<file path="src/rtl/mat_stream_mult_pkg.sv">
// Shared types and sizing for the serial 4x4 stream matrix multiplier.
package mat_pkg;
   localparam int MAT_N  = 4;
   localparam int MAT_DW = 8;
   localparam int MAT_IW = $clog2(MAT_N);
   localparam int MAT_LW = $clog2(2 * MAT_N * MAT_N);
   localparam int MAT_OW = $clog2(MAT_N * MAT_N);

   typedef enum logic [1:0] {
      LOAD,
      COMPUTE,
      OUT
   } mat_state_t;
endpackage

</file>
<file path="src/rtl/mat_stream_mult_if.sv">
// Valid/ready element streams in (A then B) and out (Res) of the multiplier.
interface mat_stream_if import mat_pkg::*; #(
   parameter int DW = MAT_DW
);
   logic          in_valid;
   logic [DW-1:0] in_data;
   logic          in_ready;
   logic          out_valid;
   logic [DW-1:0] out_data;
   logic          out_last;
   logic          out_ready;

   modport master (
      output in_valid, in_data, out_ready,
      input  in_ready, out_valid, out_data, out_last
   );

   modport slave (
      input  in_valid, in_data, out_ready,
      output in_ready, out_valid, out_data, out_last
   );
endinterface

</file>
<file path="src/rtl/mat_stream_mult_mac.sv">
// Single DW-bit multiply-accumulate; sum wraps modulo 2^DW, accumulator registered.
module mat_mac import mat_pkg::*; #(
   parameter int DW = MAT_DW
) (
   input  logic          clk,
   input  logic          rst_n,
   input  logic          en,
   input  logic          clear,
   input  logic [DW-1:0] a,
   input  logic [DW-1:0] b,
   output logic [DW-1:0] sum
);
   logic [DW-1:0] acc;
   logic [DW-1:0] prod;

   // sum is exposed so the final term of a dot product can be stored the same cycle
   always_comb begin
      prod = a * b;
      sum  = clear ? prod : acc + prod;
   end

   always_ff @(posedge clk) begin
      if (!rst_n)
         acc <= '0;
      else if (en)
         acc <= sum;
   end
endmodule

</file>
<file path="src/rtl/mat_stream_mult.sv">
// Serial 4x4 matrix multiplier: stream A,B in, one MAC per cycle, stream Res out.
// Optional MATMUL_PACKED_OUT_EN adds res_packed/res_packed_valid.
module mat_stream_mult import mat_pkg::*; #(
   parameter int N  = MAT_N,
   parameter int DW = MAT_DW
) (
   input  logic          clk,
   input  logic          rst_n,
   mat_stream_if.slave   s,
   output logic          busy
`ifdef MATMUL_PACKED_OUT_EN
   ,
   output logic [N*N*DW-1:0] res_packed,
   output logic              res_packed_valid
`endif
);
   localparam int IW = $clog2(N);
   localparam int LW = $clog2(2 * N * N);
   localparam int OW = $clog2(N * N);

   mat_state_t    state;
   logic [IW-1:0] i_idx, j_idx, k_idx;
   logic [LW-1:0] ld_idx;
   logic [OW-1:0] o_idx, o_next;
   logic [DW-1:0] a_mem   [N][N];
   logic [DW-1:0] b_mem   [N][N];
   logic [DW-1:0] res_mem [N][N];
   logic [DW-1:0] mac_sum;

   // Index decode assumes N is a power of two: top load bit picks B, then row, col.
   logic [IW-1:0] ld_row, ld_col, o_row, o_col, n_row, n_col;
   assign ld_row = ld_idx[2*IW-1:IW];
   assign ld_col = ld_idx[IW-1:0];
   assign o_next = o_idx + OW'(1);
   assign n_row  = o_next[OW-1:IW];
   assign n_col  = o_next[IW-1:0];

   mat_mac #(.DW(DW)) u_mac (
      .clk   (clk),
      .rst_n (rst_n),
      .en    (state == COMPUTE),
      .clear (k_idx == '0),
      .a     (a_mem[i_idx][k_idx]),
      .b     (b_mem[k_idx][j_idx]),
      .sum   (mac_sum)
   );

`ifdef MATMUL_PACKED_OUT_EN
   logic [N*N*DW-1:0] packed_next;

   // Res[N-1][N-1] is still in flight on the COMPUTE->OUT edge, so take it from the MAC
   always_comb begin
      packed_next = '0;
      for (int r = 0; r < N; r++)
         for (int c = 0; c < N; c++)
            packed_next[(N*N-1-(r*N+c))*DW +: DW] =
               (r == N-1 && c == N-1) ? mac_sum : res_mem[r][c];
   end
`endif

   always_ff @(posedge clk) begin
      if (!rst_n) begin
         state       <= LOAD;
         ld_idx      <= '0;
         i_idx       <= '0;
         j_idx       <= '0;
         k_idx       <= '0;
         o_idx       <= '0;
         s.in_ready  <= 1'b1;
         s.out_valid <= 1'b0;
         s.out_data  <= '0;
         s.out_last  <= 1'b0;
         busy        <= 1'b0;
`ifdef MATMUL_PACKED_OUT_EN
         res_packed       <= '0;
         res_packed_valid <= 1'b0;
`endif
      end else begin
`ifdef MATMUL_PACKED_OUT_EN
         res_packed_valid <= 1'b0;
`endif
         case (state)
            LOAD: begin
               if (s.in_valid && s.in_ready) begin
                  if (ld_idx[LW-1])
                     b_mem[ld_row][ld_col] <= s.in_data;
                  else
                     a_mem[ld_row][ld_col] <= s.in_data;
                  if (ld_idx == LW'(2*N*N-1)) begin
                     ld_idx     <= '0;
                     state      <= COMPUTE;
                     s.in_ready <= 1'b0;
                     busy       <= 1'b1;
                  end else begin
                     ld_idx <= ld_idx + LW'(1);
                  end
               end
            end
            COMPUTE: begin
               if (k_idx == IW'(N-1)) begin
                  res_mem[i_idx][j_idx] <= mac_sum;
                  k_idx <= '0;
                  if (j_idx == IW'(N-1)) begin
                     j_idx <= '0;
                     if (i_idx == IW'(N-1)) begin
                        i_idx       <= '0;
                        o_idx       <= '0;
                        state       <= OUT;
                        s.out_valid <= 1'b1;
                        s.out_data  <= res_mem[0][0];
                        s.out_last  <= 1'b0;
`ifdef MATMUL_PACKED_OUT_EN
                        res_packed       <= packed_next;
                        res_packed_valid <= 1'b1;
`endif
                     end else begin
                        i_idx <= i_idx + IW'(1);
                     end
                  end else begin
                     j_idx <= j_idx + IW'(1);
                  end
               end else begin
                  k_idx <= k_idx + IW'(1);
               end
            end
            OUT: begin
               if (s.out_ready) begin
                  if (s.out_last) begin
                     o_idx       <= '0;
                     state       <= LOAD;
                     s.out_valid <= 1'b0;
                     s.out_last  <= 1'b0;
                     s.in_ready  <= 1'b1;
                     busy        <= 1'b0;
                  end else begin
                     o_idx      <= o_next;
                     s.out_data <= res_mem[n_row][n_col];
                     s.out_last <= (o_next == OW'(N*N-1));
                  end
               end
            end
            default: state <= LOAD;
         endcase
      end
   end

   assign o_row = o_idx[OW-1:IW];
   assign o_col = o_idx[IW-1:0];
   logic unused_o;
   assign unused_o = ^{o_row, o_col};
endmodule

</file>
<file path="src/flat_wrapper.sv">
// flat-port wrapper written by rule: the top's interface ports become plain ports
module mat_stream_mult_flat import mat_pkg::*;
#(
   parameter int N  = MAT_N,
   parameter int DW = MAT_DW
)
  (clk, rst_n, busy, s_in_valid, s_in_data, s_out_ready, s_in_ready, s_out_valid, s_out_data, s_out_last);
  mat_stream_if #(.DW(DW)) s_i ();
  input  logic clk;
  input  logic rst_n;
  output logic busy;
  input wire logic [$bits(s_i.in_valid)-1:0] s_in_valid;
  input wire logic [$bits(s_i.in_data)-1:0] s_in_data;
  input wire logic [$bits(s_i.out_ready)-1:0] s_out_ready;
  output wire logic [$bits(s_i.in_ready)-1:0] s_in_ready;
  output wire logic [$bits(s_i.out_valid)-1:0] s_out_valid;
  output wire logic [$bits(s_i.out_data)-1:0] s_out_data;
  output wire logic [$bits(s_i.out_last)-1:0] s_out_last;
  assign s_i.in_valid = s_in_valid;
  assign s_i.in_data = s_in_data;
  assign s_i.out_ready = s_out_ready;
  assign s_in_ready = s_i.in_ready;
  assign s_out_valid = s_i.out_valid;
  assign s_out_data = s_i.out_data;
  assign s_out_last = s_i.out_last;
  mat_stream_mult #(.N(N), .DW(DW)) u_core (.clk(clk), .rst_n(rst_n), .s(s_i), .busy(busy));
endmodule
</file>
<file path="config.mk">
export PLATFORM = sky130hd
export DESIGN_NAME = mat_stream_mult_flat
export DESIGN_NICKNAME = d
export VERILOG_FILES = /design/src/rtl/mat_stream_mult_pkg.sv /design/src/rtl/mat_stream_mult_if.sv /design/src/rtl/mat_stream_mult_mac.sv /design/src/rtl/mat_stream_mult.sv /design/src/flat_wrapper.sv
export SDC_FILE = /design/constraint.sdc
export NUM_CORES = 1
export LEC_CHECK = 0
export ABC_AREA = 1
export CAP_MARGIN = 20
export CELL_PAD_IN_SITES_DETAIL_PLACEMENT = 0
export CELL_PAD_IN_SITES_GLOBAL_PLACEMENT = 1
export CORE_ASPECT_RATIO = 1.5
export CORE_UTILIZATION = 45
export DETAILED_ROUTE_END_ITERATION = 8
export GPL_TIMING_DRIVEN = 0
export PLACE_DENSITY = 0.81
export SYNTH_ARGS = -nofsm -noshare
export SYNTH_HDL_FRONTEND = slang
export SYNTH_HIERARCHICAL = 1
export SYNTH_SLANG_ARGS = --single-unit
</file>
<file path="constraint.sdc">
create_clock -name clk -period 5.3 [get_ports clk]
set_input_delay 1.06 -clock clk [delete_from_list [all_inputs] [get_ports clk]]
set_output_delay 1.06 -clock clk [all_outputs]
set_load 0.01 [all_outputs]
</file>
* After elaboration in Yosys (flattened, before gate mapping) *
Memories as Yosys holds them, arrays and structs flattened. A register that Yosys moved wholly into a read port is not among the register bits.
Index checks and enable logic that the tools add are counted.

cells by class
  add/subtract/negate cells = 6
  $mul = 1
  divide/modulo/power cells = 0
  $lt $le $gt $ge = 6
  equal/unequal tests = 15
  shift-type cells = 0
  mux-type cells = 76
  bitwise logic cells = 4
  reductions and logical operators = 15

operators with widths
  kind                                                                  number
  8-bit two-way mux                                                     14
  32-bit two-way mux                                                    3
  8-bit binary-select mux with 2-bit select                             3
  8-bit demux with 2-bit select                                         2
  2-bit two-way mux                                                     14
  1-bit two-way mux                                                     27
  4-bit two-way mux                                                     5
  8-bit one-hot mux with 2 select lines                                 1
  3-bit greater-or-equal comparator, second input constant              4
  2-bit by 1-bit != test with 1-bit output, second input constant       6
  2-bit inverter with 3-bit output                                      4
  6-bit AND reduction                                                   2
  5-bit AND reduction                                                   2
  8-bit adder                                                           1
  2-bit == test, second input constant                                  4
  8-bit by 8-bit multiplier with 8-bit output                           1
  1-bit one-hot mux with 2 select lines                                 4
  4-bit one-hot mux with 2 select lines                                 1
  7-bit AND reduction                                                   1
  2-bit by 1-bit adder with 2-bit output, second input constant         3
  3-bit by 1-bit < comparator with 1-bit output, second input constant  2
  2-bit one-hot mux with 3 select lines                                 1
  5-bit by 1-bit adder with 5-bit output, second input constant         1
  5-bit == test, second input constant                                  1
  other kinds (10)                                                      16

word-level totals
  bits in registers = 37
  latch bits = 0
  RAM bits = 384
  ROM bits = 0
  input bits = 12
  word-level logic and storage cells = 138
  memories kept = 3

memories
  name            depth  bits a word  rd ports  clocked after Yosys merged registers in  wr ports  line                   source
  u_core.a_mem    4      32           1         1                                        1         mat_stream_mult.sv:25  logic [DW-1:0] a_mem [N][N];
  u_core.b_mem    4      32           1         1                                        1         mat_stream_mult.sv:26  logic [DW-1:0] b_mem [N][N];
  u_core.res_mem  4      32           2         0                                        1         mat_stream_mult.sv:27  logic [DW-1:0] res_mem [N][N];

* Depth between registers and ports, before layout *
  word-level depth = 8
  depth in mapped cells = 36

* By module *
Netlist, hierarchy kept.

by module, submodules not included
  module           instances  cells each  area an instance (um^2)  seq. area each (um^2)
  mat_stream_mult  1          1357        17255.3                  12191.7
  mat_mac          1          289         1717.9                   160.2

* Least setup slack after synthesis *
Ideal clock, no wire load.

  kind = register -> register
  start point = reg with a tool-made name
  end point = mem u_core/res_mem[0][15] (netlist bit) (data pin)
  arrival = 4.946 ns
  required time = 4.980 ns
  path slack = 0.034 ns
  stages on the path, launching flop included = 28
  path buffers = 4
  period minus slack after synthesis = 5.266 ns
  cell sequence = dfxtp_1 -> buf_2 -> buf_4 -> buf_2 -> a21oi_1 -> o21ai_0 -> o211ai_1 -> o211ai_1 -> nand2_1 -> buf_4 -> nand2_1 -> fa_1 -> fa_1 -> inv_1 -> fa_1 -> fa_1 -> ha_1 -> xor2_1 -> ha_1 -> a21oi_1 -> o21a_1 -> nand2_1 -> nand2_1 -> nand2_1 -> nor2_1 -> inv_1 -> nand2_1 -> nand2_1

RTL lines
  item              line
  end: declaration  mat_stream_mult.sv:27

==> impl_results.md <==
* Status: finished, violations left
* Failing checks: setup timing
* Worst Hold Slack at 0.4926 ns
* Syn Inst Count at 1646
* Relative slew slack at 40.60%
* Sequential element share of the synthesized area at 65.10%
* Internal Pwr Total at 5499 uW
* MaxCap Viol Count at 0
* Dpl hpwl at 33050 um
* Root Driver: clkbuf_16
* RePlAce Congestion at 0.9189
* Yosys top cell area share at 60.78%
* Initial Util at 45.91%
* First-pass GRT wire length at 71750 um
* Met2 GRT Util at 42.42%
* Commonest non-fill, non-tap cells in the layout: edfxtp_1, nand2_1, inv_1
* First DRT Iteration DRCs at 905
* Period utilization at 104.6%
* CTS H-tree depth at 2
* DR vias/cell at 5.390
* Worst r2r path cells at 25
* Post-Route WL at 48310 um
* #FFs+latches synth at 425
* Async S/R FF share, synth at 0%
* Mapped cell area at 18970 um2
* Place WS at -1.384 ns
* Setup CP Type: register to register
* CP Max Fanout at 8
* Synthesis warning total at 6
* PortBufs at 23
* Cts bufs inserted at 41
* Clock slew at reported path FFs at 0.06 ns
* Layout cells sized above 1 at 16.28%
* Die Area at 43010 um2
* Final WS setup at -0.2412 ns
* GRT Total Usage at 22.52%
* Hold Crit Class: register to register
* F_max at 0.1805 GHz
* CP peak stage delay at 0.55 ns
* Clock share of power at 40.9%
* Power share of the sequential group at 53.1%
* Ranking of synthesized cells by area: edfxtp_1, nand2_1, dfxtp_1, o21ai_0, nand3_1
* Worst VDD drop at 0.2731 mV
* P_sw at 1494 uW
* DRC at 0
* Worst setup EP type: register
* GRT busiest layer: met2
* Register-to-register setup slack at -0.24 ns
* Worst slew pin tran at 0.8882 ns
* Clock Sinks at 425
* Later-pin clock latency in the skew report at 0.55 ns
* Slowest stage cell, crit path: fa_1
* Post-route ant nets at 0
* DIE WIDTH at 169.7 um
* Syn nets at 1711
* Leak at 0.008155 uW
* Area of the core at 41330 um2
* M1 GR Usage at 24.57%
* Synth Flop Type: edfxtp_1
* Detailed-router iteration count before antenna repair at 5
* CTS tree: done
* Grt met3 use at 2.694%
* WP data arrival at 5.92 ns
* # rows at 91
* Clock skew at 0.02285 ns
* Via count at 12639
* Max clock buf depth at 3
* Initial antenna violation count at 0
* DR WL/cell at 20.60 um
* Pwr/cell area at 313.5 nW/um2
* Ant diodes at 0
* Combinational share of power at 6.0%
* Post-synth EDFFs at 384
* Die height at 253.5 um
* Worst hold path depth at 2
* Avg Cell Area, Syn at 11.53 um2
* Largest net degree at the start of global routing at 25
* Vias in the first global route at 12484
* Area delta synth->final at 17.55%
* Slew Limit Fails at 0
* I/O Pins at 24
* Post-synth top area cell: edfxtp_1
* Critical Path Source Type: register
* Finished Core Util at 53.96%
* Synth cell types at 41
* Sw Share at 21.36%
* Final Hold Fails at 0
* Commonest non-fill, non-tap cell in the layout: edfxtp_1
* Total grt overflow at 0
* Critical Path RT at 5.68 ns
* Endpoints failing setup at 17
* Number of nets in the layout at 1820
* RSZ-0062 raised after global routing: true
* Overall power at 6993 uW
* Minimum clock period at 5.541 ns
[per-layer routing]
metal	wire length (um)	vias up
li1	-	5978
met1	17710	6151
met2	26200	385
met3	1973	125
met4	2417	0
met5	0	-
[sequential cells by signal, indices dropped and copies added (netlist names), named ones only]
| name | flops |
|---|---|
| u_core/state | 2 |
| u_core/s.out_valid | 1 |
| u_core/ld_idx | 5 |
| u_core/j_idx | 2 |
| u_core/o_idx | 4 |
| u_core/res_mem | 128 |
| u_core/s.in_ready | 1 |
| u_core/u_mac/acc | 8 |
| u_core/b_mem | 128 |
| u_core/i_idx | 2 |
| u_core/s.out_last | 1 |
| u_core/s.out_data | 8 |
| u_core/busy | 1 |
| u_core/a_mem | 128 |
| u_core/k_idx | 2 |
[metrics by stage]
step,std cells,cell area [um2],setup TNS [ns]
2_1_floorplan,1646,18970,0
3_3_place_gp,2227,19900,-98.07
3_5_place_dp,2239,20130,-61.58
4_1_cts,2330,21940,-2.778
5_1_grt,2345,22300,-6.869
6_report,2345,22300,-3.801
[worst max-delay path: cells and delay by family, from the launching register on]
| family | cells | cell delay, ns |
|---|---|---|
| fa+ha+maj | 6 | 2.34 |
| simple gates | 8 | 0.90 |
| compound gates | 4 | 0.79 |
| buf+inv | 5 | 0.60 |
| flops | 1 | 0.38 |
| xor+xnor | 1 | 0.20 |
| mux | 1 | 0.15 |
[kinds of logic after synthesis]
logic type / after synthesis / synth area share, %
adder cells (fa/ha/maj): 53 / 4.009
multiplexers: 64 / 3.376
AND/OR/NAND/NOR: 521 / 12.06
AO/OA/AOI/OAI: 317 / 9.312
buffers and inverters: 263 / 6.001
flip-flops: 425 / 65.10
XOR/XNOR: 3 / 0.1385
[timing repair]
| action | in CTS | in global routing |
|---|---|---|
| gates resized for setup | 102 | 97 |
| pin swaps | 33 | 44 |
| hold buffers | 0 | 0 |
| setup endpoints to repair | 68 | 67 |
| cloned | 2 | 1 |
| hold endpoints to repair | 0 | 0 |
| setup buffers | 17 | 16 |
[area by class of cell]
class / instances / area (um2)
tap: 558 / 698.2
inverter: 187 / 704.4
buffer: 72 / 571.8
fill: 3492 / 19030
clock buffer: 56 / 1134
clock inverter: 19 / 180.2
sequential: 425 / 12370
timing repair buffer: 69 / 777.0
multi-input combinational: 959 / 5871
[synthesized netlist by cell type (all sizes together) (13+ instances only)]
cell,number
inv,182
nand2,244
o211ai,65
fa,13
ha,40
o21ai,148
buf,43
mux2i,64
clkbuf,33
or2,25
nor2,104
dfxtp,41
nand3,136
edfxtp,384
a21oi,98
[power groups by stage]
stage	sequential, uW	combinational, uW	clock, uW
final	3710	422	2860
after detailed placement	3790	322	0
after floorplan	3790	157	0
after global routing	3710	454	3030
after global placement	3790	290	0
after CTS	3710	399	2910
[worst paths after layout]
| path | from | end |
|---|---|---|
| max | register | u_core/res_mem[3][15]$_DFFE_PP_ |
| max reg2reg | register | u_core/res_mem[3][15]$_DFFE_PP_ |
| min | u_core/s.out_valid$_SDFFE_PN0P_ | u_core/s.out_valid$_SDFFE_PN0P_ |
| min reg2reg | u_core/s.out_valid$_SDFFE_PN0P_ | u_core/s.out_valid$_SDFFE_PN0P_ |
Note: power is estimated with default switching activity, not from simulation.
